## src/rtl/nn_stage_if.sv

```systemverilog
// rtl/nn_stage_if.sv - stream, coefficient and configuration bundle of the nn_stage neuron
interface nn_stage_if;
    logic [2:0]  load_length;
    logic [3:0]  load_depth;
    logic [2:0]  bias_length;
    logic        state_length;
    logic [31:0] st_data;
    logic        st_data_vld;
    logic        st_data_fst;
    logic        st_data_rdy;
    logic [31:0] st_data_out;
    logic        st_data_out_vld;
    logic        st_data_out_fst;
    logic        st_data_out_rdy;
    logic [31:0] st_data_out_pre;
    logic        st_data_out_pre_vld;
    logic        st_data_out_pre_fst;
    logic        st_data_out_pre_rdy;
    logic [31:0] st_error;
    logic        st_error_vld;
    logic        st_error_fst;
    logic        st_error_rdy;
    logic [31:0] tap_in;
    logic        tap_in_vld;
    logic        tap_in_fst;
    logic        tap_in_rdy;
    logic [3:0]  tap_address;
    logic [2:0]  bias_address;

    modport slave (
        input  load_length, load_depth, bias_length, state_length,
        input  st_data, st_data_vld, st_data_fst, st_data_out_rdy, st_data_out_pre_rdy,
        input  st_error, st_error_vld, st_error_fst, tap_in, tap_in_vld, tap_in_fst,
        output st_data_rdy, st_data_out, st_data_out_vld, st_data_out_fst,
        output st_data_out_pre, st_data_out_pre_vld, st_data_out_pre_fst,
        output st_error_rdy, tap_in_rdy, tap_address, bias_address
    );

    modport master (
        output load_length, load_depth, bias_length, state_length,
        output st_data, st_data_vld, st_data_fst, st_data_out_rdy, st_data_out_pre_rdy,
        output st_error, st_error_vld, st_error_fst, tap_in, tap_in_vld, tap_in_fst,
        input  st_data_rdy, st_data_out, st_data_out_vld, st_data_out_fst,
        input  st_data_out_pre, st_data_out_pre_vld, st_data_out_pre_fst,
        input  st_error_rdy, tap_in_rdy, tap_address, bias_address
    );
endinterface

```

## src/rtl/nn_stage.sv

```systemverilog
// rtl/nn_stage.sv - float_24_8 fully-connected neuron: MAC over a sample vector, bias add, optional ReLU
module nn_stage #(
    parameter int WMEM_DEPTH = 16,
    parameter int BMEM_DEPTH = 8
) (
    input  logic      clk,
    input  logic      reset,
    nn_stage_if.slave bus
);
    typedef enum logic [1:0] {LD_WGT, LD_BIAS, LD_IDLE} ld_state_e;

    function automatic logic [31:0] f_pack(input logic s, input logic signed [9:0] e,
                                           input logic [22:0] m, input logic g, input logic st);
        logic [23:0]        mr;
        logic signed [9:0]  er;
        mr = {1'b0, m} + {23'b0, (g & (st | m[0]))};
        er = e + $signed({9'b0, mr[23]});
        if (er >= 10'sd255) return {s, 8'hFE, 23'h7FFFFF};
        if (er <= 10'sd0)   return 32'h0;
        return {s, er[7:0], mr[22:0]};
    endfunction

    function automatic logic [31:0] f_mul(input logic [31:0] a, input logic [31:0] b);
        logic [47:0]       p;
        logic signed [9:0] e;
        if (a[30:23] == 8'd0 || b[30:23] == 8'd0) return 32'h0;
        p = {1'b1, a[22:0]} * {1'b1, b[22:0]};
        e = $signed({2'b0, a[30:23]}) + $signed({2'b0, b[30:23]}) - 10'sd127;
        if (p[47]) return f_pack(a[31] ^ b[31], e + 10'sd1, p[46:24], p[23], |p[22:0]);
        return f_pack(a[31] ^ b[31], e, p[45:23], p[22], |p[21:0]);
    endfunction

    function automatic logic [31:0] f_add(input logic [31:0] a, input logic [31:0] b);
        logic [31:0]       lg, sm;
        logic [7:0]        d;
        logic [5:0]        sh;
        logic [49:0]       mb_w;
        logic [26:0]       ma_x, mb_x, n;
        logic [27:0]       s28;
        logic [4:0]        msb;
        logic signed [9:0] e;
        if (a[30:23] == 8'd0) return (b[30:23] == 8'd0) ? 32'h0 : b;
        if (b[30:23] == 8'd0) return a;
        if (b[30:0] > a[30:0]) begin
            lg = b; sm = a;
        end else begin
            lg = a; sm = b;
        end
        d    = lg[30:23] - sm[30:23];
        sh   = (d > 8'd49) ? 6'd49 : d[5:0];
        // two extra bits plus a sticky bit keep the aligned addend exact enough for RNE
        mb_w = {1'b1, sm[22:0], 26'b0} >> sh;
        mb_x = {mb_w[49:24], |mb_w[23:0]};
        ma_x = {1'b1, lg[22:0], 3'b0};
        s28  = (lg[31] == sm[31]) ? ({1'b0, ma_x} + {1'b0, mb_x}) : ({1'b0, ma_x} - {1'b0, mb_x});
        e    = $signed({2'b0, lg[30:23]});
        if (s28[27]) begin
            n = {s28[27:2], s28[1] | s28[0]};
            e = e + 10'sd1;
        end else begin
            msb = 5'd0;
            for (int k = 0; k < 27; k++) if (s28[k]) msb = 5'(k);
            n = s28[26:0] << (5'd26 - msb);
            e = e - $signed({5'b0, 5'd26 - msb});
        end
        if (!n[26]) return 32'h0;
        return f_pack(lg[31], e, n[25:3], n[2], n[1] | n[0]);
    endfunction

    ld_state_e   st_q, st_d, st_eff;
    logic [3:0]  ta_q, waddr;
    logic [2:0]  bw_q, baddr, b_max;
    logic        w_we, b_we, restart;
    logic [31:0] wmem_q [WMEM_DEPTH];
    logic [31:0] bmem_q [BMEM_DEPTH];

    logic [2:0]  cnt_q, j_q, i_eff, n_max, j_next;
    logic [31:0] acc_q, pre_q, out_q, prod, mac, pre_new, out_new;
    logic        fst_q, out_vld_q, pre_vld_q, fire, last;
    logic [32:0] err_unused_q;

    assign restart = bus.tap_in_vld & bus.tap_in_fst;
    assign st_eff  = restart ? LD_WGT : st_q;
    assign waddr   = restart ? 4'd0 : ta_q;
    assign baddr   = restart ? 3'd0 : bw_q;
    assign b_max   = (bus.bias_length == 3'd0) ? 3'd0 : bus.bias_length - 3'd1;

    always_ff @(posedge clk) begin
        if (reset) st_q <= LD_WGT;
        else       st_q <= st_d;
    end

    always_comb begin
        st_d = st_q;
        if (bus.tap_in_vld) begin
            case (st_eff)
                LD_WGT:  st_d = (waddr == bus.load_depth) ? LD_BIAS : LD_WGT;
                LD_BIAS: st_d = (baddr == b_max) ? LD_IDLE : LD_BIAS;
                default: st_d = LD_IDLE;
            endcase
        end
    end

    always_comb begin
        w_we             = bus.tap_in_vld && (st_eff == LD_WGT);
        b_we             = bus.tap_in_vld && (st_eff == LD_BIAS);
        bus.bias_address = (st_q == LD_BIAS) ? bw_q : j_q;
    end

    always_ff @(posedge clk) begin
        if (reset) begin
            ta_q <= '0;
            bw_q <= '0;
            for (int k = 0; k < WMEM_DEPTH; k++) wmem_q[k] <= '0;
            for (int k = 0; k < BMEM_DEPTH; k++) bmem_q[k] <= '0;
        end else begin
            if (w_we) begin
                wmem_q[waddr] <= bus.tap_in;
                ta_q          <= waddr + 4'd1;
                bw_q          <= '0;
            end
            if (b_we) begin
                bmem_q[baddr] <= bus.tap_in;
                bw_q          <= baddr + 3'd1;
            end
        end
    end

    assign bus.tap_in_rdy   = 1'b1;
    assign bus.tap_address  = ta_q;
    assign bus.st_error_rdy = 1'b1;

    // a new result can only be accepted once both result registers have drained
    assign bus.st_data_rdy = !(out_vld_q | pre_vld_q);
    assign fire    = bus.st_data_vld & bus.st_data_rdy;
    assign i_eff   = bus.st_data_fst ? 3'd0 : cnt_q;
    assign n_max   = (bus.load_length == 3'd0) ? 3'd0 : bus.load_length - 3'd1;
    assign last    = (i_eff == n_max);
    assign j_next  = (j_q >= b_max) ? 3'd0 : j_q + 3'd1;
    assign prod    = f_mul(bus.st_data, wmem_q[{1'b0, i_eff}]);
    assign mac     = f_add((i_eff == 3'd0) ? 32'h0 : acc_q, prod);
    assign pre_new = f_add(mac, bmem_q[j_q]);
    assign out_new = (bus.state_length && pre_new[31] && (pre_new[30:0] != 31'd0)) ? 32'h0 : pre_new;

    always_ff @(posedge clk) begin
        if (reset) begin
            cnt_q        <= '0;
            j_q          <= '0;
            acc_q        <= '0;
            pre_q        <= '0;
            out_q        <= '0;
            fst_q        <= 1'b0;
            out_vld_q    <= 1'b0;
            pre_vld_q    <= 1'b0;
            err_unused_q <= '0;
        end else begin
            if (bus.st_error_vld) err_unused_q <= {bus.st_error_fst, bus.st_error};
            if (out_vld_q && bus.st_data_out_rdy)     out_vld_q <= 1'b0;
            if (pre_vld_q && bus.st_data_out_pre_rdy) pre_vld_q <= 1'b0;
            if (fire) begin
                if (last) begin
                    cnt_q     <= '0;
                    pre_q     <= pre_new;
                    out_q     <= out_new;
                    fst_q     <= (j_q == 3'd0);
                    j_q       <= j_next;
                    out_vld_q <= 1'b1;
                    pre_vld_q <= 1'b1;
                end else begin
                    cnt_q <= i_eff + 3'd1;
                    acc_q <= mac;
                end
            end
        end
    end

    assign bus.st_data_out         = out_q;
    assign bus.st_data_out_vld     = out_vld_q;
    assign bus.st_data_out_fst     = fst_q;
    assign bus.st_data_out_pre     = pre_q;
    assign bus.st_data_out_pre_vld = pre_vld_q;
    assign bus.st_data_out_pre_fst = fst_q;
endmodule

```

## src/flat_wrapper.sv

```systemverilog
// flat-port wrapper written by rule: the top's interface ports become plain ports
module nn_stage_flat 
#(
    parameter int WMEM_DEPTH = 16,
    parameter int BMEM_DEPTH = 8
)
  (clk, reset, bus_load_length, bus_load_depth, bus_bias_length, bus_state_length, bus_st_data, bus_st_data_vld, bus_st_data_fst, bus_st_data_out_rdy, bus_st_data_out_pre_rdy, bus_st_error, bus_st_error_vld, bus_st_error_fst, bus_tap_in, bus_tap_in_vld, bus_tap_in_fst, bus_st_data_rdy, bus_st_data_out, bus_st_data_out_vld, bus_st_data_out_fst, bus_st_data_out_pre, bus_st_data_out_pre_vld, bus_st_data_out_pre_fst, bus_st_error_rdy, bus_tap_in_rdy, bus_tap_address, bus_bias_address);
  nn_stage_if bus_i ();
  input  logic clk;
  input  logic reset;
  input wire logic [$bits(bus_i.load_length)-1:0] bus_load_length;
  input wire logic [$bits(bus_i.load_depth)-1:0] bus_load_depth;
  input wire logic [$bits(bus_i.bias_length)-1:0] bus_bias_length;
  input wire logic [$bits(bus_i.state_length)-1:0] bus_state_length;
  input wire logic [$bits(bus_i.st_data)-1:0] bus_st_data;
  input wire logic [$bits(bus_i.st_data_vld)-1:0] bus_st_data_vld;
  input wire logic [$bits(bus_i.st_data_fst)-1:0] bus_st_data_fst;
  input wire logic [$bits(bus_i.st_data_out_rdy)-1:0] bus_st_data_out_rdy;
  input wire logic [$bits(bus_i.st_data_out_pre_rdy)-1:0] bus_st_data_out_pre_rdy;
  input wire logic [$bits(bus_i.st_error)-1:0] bus_st_error;
  input wire logic [$bits(bus_i.st_error_vld)-1:0] bus_st_error_vld;
  input wire logic [$bits(bus_i.st_error_fst)-1:0] bus_st_error_fst;
  input wire logic [$bits(bus_i.tap_in)-1:0] bus_tap_in;
  input wire logic [$bits(bus_i.tap_in_vld)-1:0] bus_tap_in_vld;
  input wire logic [$bits(bus_i.tap_in_fst)-1:0] bus_tap_in_fst;
  output wire logic [$bits(bus_i.st_data_rdy)-1:0] bus_st_data_rdy;
  output wire logic [$bits(bus_i.st_data_out)-1:0] bus_st_data_out;
  output wire logic [$bits(bus_i.st_data_out_vld)-1:0] bus_st_data_out_vld;
  output wire logic [$bits(bus_i.st_data_out_fst)-1:0] bus_st_data_out_fst;
  output wire logic [$bits(bus_i.st_data_out_pre)-1:0] bus_st_data_out_pre;
  output wire logic [$bits(bus_i.st_data_out_pre_vld)-1:0] bus_st_data_out_pre_vld;
  output wire logic [$bits(bus_i.st_data_out_pre_fst)-1:0] bus_st_data_out_pre_fst;
  output wire logic [$bits(bus_i.st_error_rdy)-1:0] bus_st_error_rdy;
  output wire logic [$bits(bus_i.tap_in_rdy)-1:0] bus_tap_in_rdy;
  output wire logic [$bits(bus_i.tap_address)-1:0] bus_tap_address;
  output wire logic [$bits(bus_i.bias_address)-1:0] bus_bias_address;
  assign bus_i.load_length = bus_load_length;
  assign bus_i.load_depth = bus_load_depth;
  assign bus_i.bias_length = bus_bias_length;
  assign bus_i.state_length = bus_state_length;
  assign bus_i.st_data = bus_st_data;
  assign bus_i.st_data_vld = bus_st_data_vld;
  assign bus_i.st_data_fst = bus_st_data_fst;
  assign bus_i.st_data_out_rdy = bus_st_data_out_rdy;
  assign bus_i.st_data_out_pre_rdy = bus_st_data_out_pre_rdy;
  assign bus_i.st_error = bus_st_error;
  assign bus_i.st_error_vld = bus_st_error_vld;
  assign bus_i.st_error_fst = bus_st_error_fst;
  assign bus_i.tap_in = bus_tap_in;
  assign bus_i.tap_in_vld = bus_tap_in_vld;
  assign bus_i.tap_in_fst = bus_tap_in_fst;
  assign bus_st_data_rdy = bus_i.st_data_rdy;
  assign bus_st_data_out = bus_i.st_data_out;
  assign bus_st_data_out_vld = bus_i.st_data_out_vld;
  assign bus_st_data_out_fst = bus_i.st_data_out_fst;
  assign bus_st_data_out_pre = bus_i.st_data_out_pre;
  assign bus_st_data_out_pre_vld = bus_i.st_data_out_pre_vld;
  assign bus_st_data_out_pre_fst = bus_i.st_data_out_pre_fst;
  assign bus_st_error_rdy = bus_i.st_error_rdy;
  assign bus_tap_in_rdy = bus_i.tap_in_rdy;
  assign bus_tap_address = bus_i.tap_address;
  assign bus_bias_address = bus_i.bias_address;
  nn_stage #(.WMEM_DEPTH(WMEM_DEPTH), .BMEM_DEPTH(BMEM_DEPTH)) u_core (.clk(clk), .reset(reset), .bus(bus_i));
endmodule
```

## config.mk

```make
export PLATFORM = sky130hd
export DESIGN_NAME = nn_stage_flat
export DESIGN_NICKNAME = d
export VERILOG_FILES = /design/src/rtl/nn_stage_if.sv /design/src/rtl/nn_stage.sv /design/src/flat_wrapper.sv
export SDC_FILE = /design/constraint.sdc
export NUM_CORES = 2
export LEC_CHECK = 0
export BUFFER_PORTS_ARGS = -buffer_cell sky130_fd_sc_hd__buf_2
export CAP_MARGIN = 20
export CORE_UTILIZATION = 50
export DETAILED_ROUTE_END_ITERATION = 10
export MAX_ROUTING_LAYER = met4
export PLACE_DENSITY = 0.66
export REMOVE_ABC_BUFFERS = 1
export SYNTH_ARGS = -nofsm -noshare
export SYNTH_HDL_FRONTEND = slang
export SYNTH_SLANG_ARGS = --single-unit
```

## constraint.sdc

```tcl
create_clock -name clk -period 64.9 [get_ports clk]
set_clock_uncertainty 0.15 [all_clocks]
set_input_delay 6.49 -clock clk [delete_from_list [all_inputs] [get_ports clk]]
set_output_delay 6.49 -clock clk [all_outputs]
set_load 0.03 [all_outputs]
```

==> impl_metrics.py <==
metrics = {
    "outcome": {
        "status": "finished, final reports clean",
    },
    "setup_path": {
        "critPathLaunchType": "primary input",
        "crit_start": "bus_st_data_fst",
        "criticalPathCategory": "in2reg",
        "cp-end-kind": "flop",
        "critical_path_arrival_ns": 61.72,
        "path_delay_family": "compound AO/OA/AOI/OAI gates",
        "critPathMaxFanout": 70,
        "cp.required_ns": 65.23,
        "cpMaxStageDelayCell": "a2111oi_2",
        "reg2reg_from": "u_core.cnt_q[0]$_SDFFE_PP0P_",
        "path_common_cell": "nor2_1",
        "max_stage_delay_ns": 0.73,
        "crit_buf_inv": 30,
    },
    "route": {
        "drc": 0,
        "wl_mm": 275,
        "firstDrtPassIters": 8,
        "first_iter_violations": 8118,
        "wl_per_cell_um": 25.2,
        "vias_per_cell": 6.55,
        "num_vias": 71500,
        "antenna_left": 0,
    },
    "die": {
        "num_rows": 143,
        "pin_count": 195,
        "die_area_sq_um": 154000,
        "initial_utilization_pct": 50.3,
        "die_h_um": 393,
        "fp.coreArea_sq_um": 152000,
        "fp.dieW_um": 393,
    },
    "timing": {
        "worst_pin_slew_ns": 1.17,
        "period_minus_slack_ns": 61.39,
        "finalMaxSlewViolations": 0,
        "finalCritPeriodShare_pct": 94.6,
        "fmax_mhz": 16.3,
        "hold_viol_final": 0,
        "tns_ns": 0,
        "rsz0062_at_grt": "no",
        "timing.slew.headroom_pct": 22.1,
        "setup-violations-final": 0,
    },
    "layout": {
        "drive_above_1_share_pct": 10.1,
        "final_cell_mix": "813 x nand2_1, 807 x inv_1, 704 x nor2_1",
        "sequential_cell_area_sq_um": 17700,
        "layout_commonest_cell": "nand2_1",
        "syn2layout_area_growth_pct": 6.70,
        "nets": 9804,
        "fill_cells": 14100,
        "multi_input_area_sq_um": 53600,
    },
    "synth": {
        "synthArstFlopShare_pct": 0,
        "synth_edf_count": 512,
        "ys_seq_area_share_pct": 23.2,
        "ys_warn_count": 0,
        "yosys_most_used_dff": "edfxtp_1",
        "yosys-top-cells-area": "edfxtp_1 20%, fa_1 13%, ha_1 6.3%",
        "synth_cell_types": 133,
        "syn-cell-area_sq_um": 76400,
        "yosysTopAreaCell": "edfxtp_1",
        "yosys.area.top_type_share_pct": 20.1,
        "ys_ff_latch": 629,
        "synth_area_per_cell_sq_um": 8.53,
        "synthCells": 8959,
    },
    "placement": {
        "hpwl_mm": 202,
        "io_buffers": 158,
        "place_congestion": 1.05,
    },
    "cts": {
        "path_clk_slew_ns": 0.06,
        "numCtsBuffers": 69,
        "cts_setup_buffers": 0,
        "cts.sinks": 629,
        "h-tree-depth": 3,
        "cts_tree": "built",
        "clkLatencyLatePin_ns": 0.62,
        "clockRootBuffer": "clkbuf_16",
        "clockBufferDepth": 3,
    },
    "global_routing": {
        "overflow": 0,
        "grt_util_all_layers_pct": 36.0,
        "grt_first_pass_wirelength_mm": 418,
        "grt_pass1_vias": 69300,
        "antenna_found_initial": 5,
        "grt_start_max_net_pins": 99,
    },
    "hold_path": {
        "worstHoldStart": "u_core.bus.st_data_out[22]$_SDFFE_PP0P_",
        "hp-class": "reg2reg",
    },
    "flow_run": {
        "drv_cap": 0,
    },
}
==> worst reg2reg max path: cells and delay by family (launching register included) <==
| kind | cells | cell delay (ns) |
|---|---|---|
| AOI/OAI and AO/OA | 85 | 20.85 |
| and+or+nand+nor | 75 | 17.58 |
| buffers and inverters | 29 | 7.44 |
| adders and majority gates | 19 | 6.85 |
| muxes | 5 | 1.78 |
| DFF | 1 | 0.62 |
| xor gates and xnor gates | 3 | 0.49 |
==> metrics by stage <==
stage | util (%) | cells | hold WS [ns] | area [sq um] | setup WS [ns]
floorplan | - | 8366 | 0.294 | 74100 | 6.41
detailed placement | 52.2 | 10800 | 0.288 | 79300 | 3.72
CTS | 53.7 | 10900 | 0.301 | 81500 | 4.16
finish | 53.7 | 10900 | 0.307 | 81600 | 3.51
global placement | 52.2 | 10800 | 0.284 | 79300 | 3.86
global route | 53.7 | 10900 | 0.305 | 81600 | 0.119
==> state kept, by name, indices dropped and copies added, names as in the netlist, named ones only <==
name / cells
u_core.bmem_q: 256
u_core.wmem_q: 256
u_core.acc_q: 32
u_core.bus.st_data_out: 32
u_core.bus.st_data_out_pre: 32
u_core.bus.tap_address: 4
u_core.bw_q: 3
u_core.cnt_q: 3
u_core.j_q: 3
u_core.st_q: 2
u_core.bus.st_data_out_fst: 1
u_core.bus.st_data_out_pre_vld: 1
u_core.bus.st_data_out_vld: 1
==> Yosys cell counts (82+ instances only) <==
master and n:
nand2_1 815, o22ai_1 93, a21o_1 133, clkbuf_1 498, and2_1 586, dfxtp_1 117
ha_1 383, and3_1 334, edfxtp_1 512, fa_1 487, nor3_1 180, xnor2_1 125
o211ai_1 82, mux4_2 117, nor2_1 710, o21ai_0 397, nand3_1 198, a211oi_1 122
inv_1 807, mux2i_1 148, a21oi_1 461
==> layout make-up <==
cell class	count	area share, %
timing repair buffer	380	3.03
antenna	4	0.0123
inverter	821	3.78
multi-input combinational	6916	65.7
clock inverter	33	0.367
clock buffer	92	2.30
sequential	629	21.7
tap	2030	3.11
==> timing repair <==
action | 4_1_cts | 5_1_grt
resized for setup | 0 | 7
hold buffers | 0 | 0
endpoints found under the setup margin | 0 | 64
hold endpoints to repair | 0 | 0
==> logic make-up (layout without fill, tap and decap cells) <==
logic type / count (synthesis) / after routing / share of synthesized area, %
flip-flops: 629 / 629 / 23.2
adder cells (fa/ha/maj): 870 / 870 / 19.0
buffers and inverters: 1415 / 1326 / 7.11
other: 1 / 6 / 0.00491
AO/OA/AOI/OAI: 2158 / 2158 / 19.5
multiplexers: 346 / 346 / 6.58
XOR/XNOR: 201 / 201 / 2.39
AND/OR/NAND/NOR: 3339 / 3339 / 22.2
==> per-layer routing <==
metal | global-route usage (%) | wire (um) | up-vias
li1 | - | - | 31700
met1 | 48.4 | 114000 | 35100
met2 | 55.1 | 123000 | 3965
met3 | 5.65 | 27100 | 667
met4 | 12.8 | 10600 | 0
met5 | - | 0 | -
==> path summary, 6_finish.rpt <==
check,to,slack [ns],cells past startpoint
setup reg to reg,u_core.bus.st_data_out[20]$_SDFFE_PP0P_,8.93,216
hold / removal,u_core.bus.st_data_out[22]$_SDFFE_PP0P_,0.31,2
setup / recovery,u_core.bus.st_data_out[20]$_SDFFE_PP0P_,3.51,217
hold reg to reg,u_core.bus.st_data_out[22]$_SDFFE_PP0P_,0.31,2
Power is not shown: default switching activity piles up to over one toggle a cycle in this logic, so the estimate is an artifact.
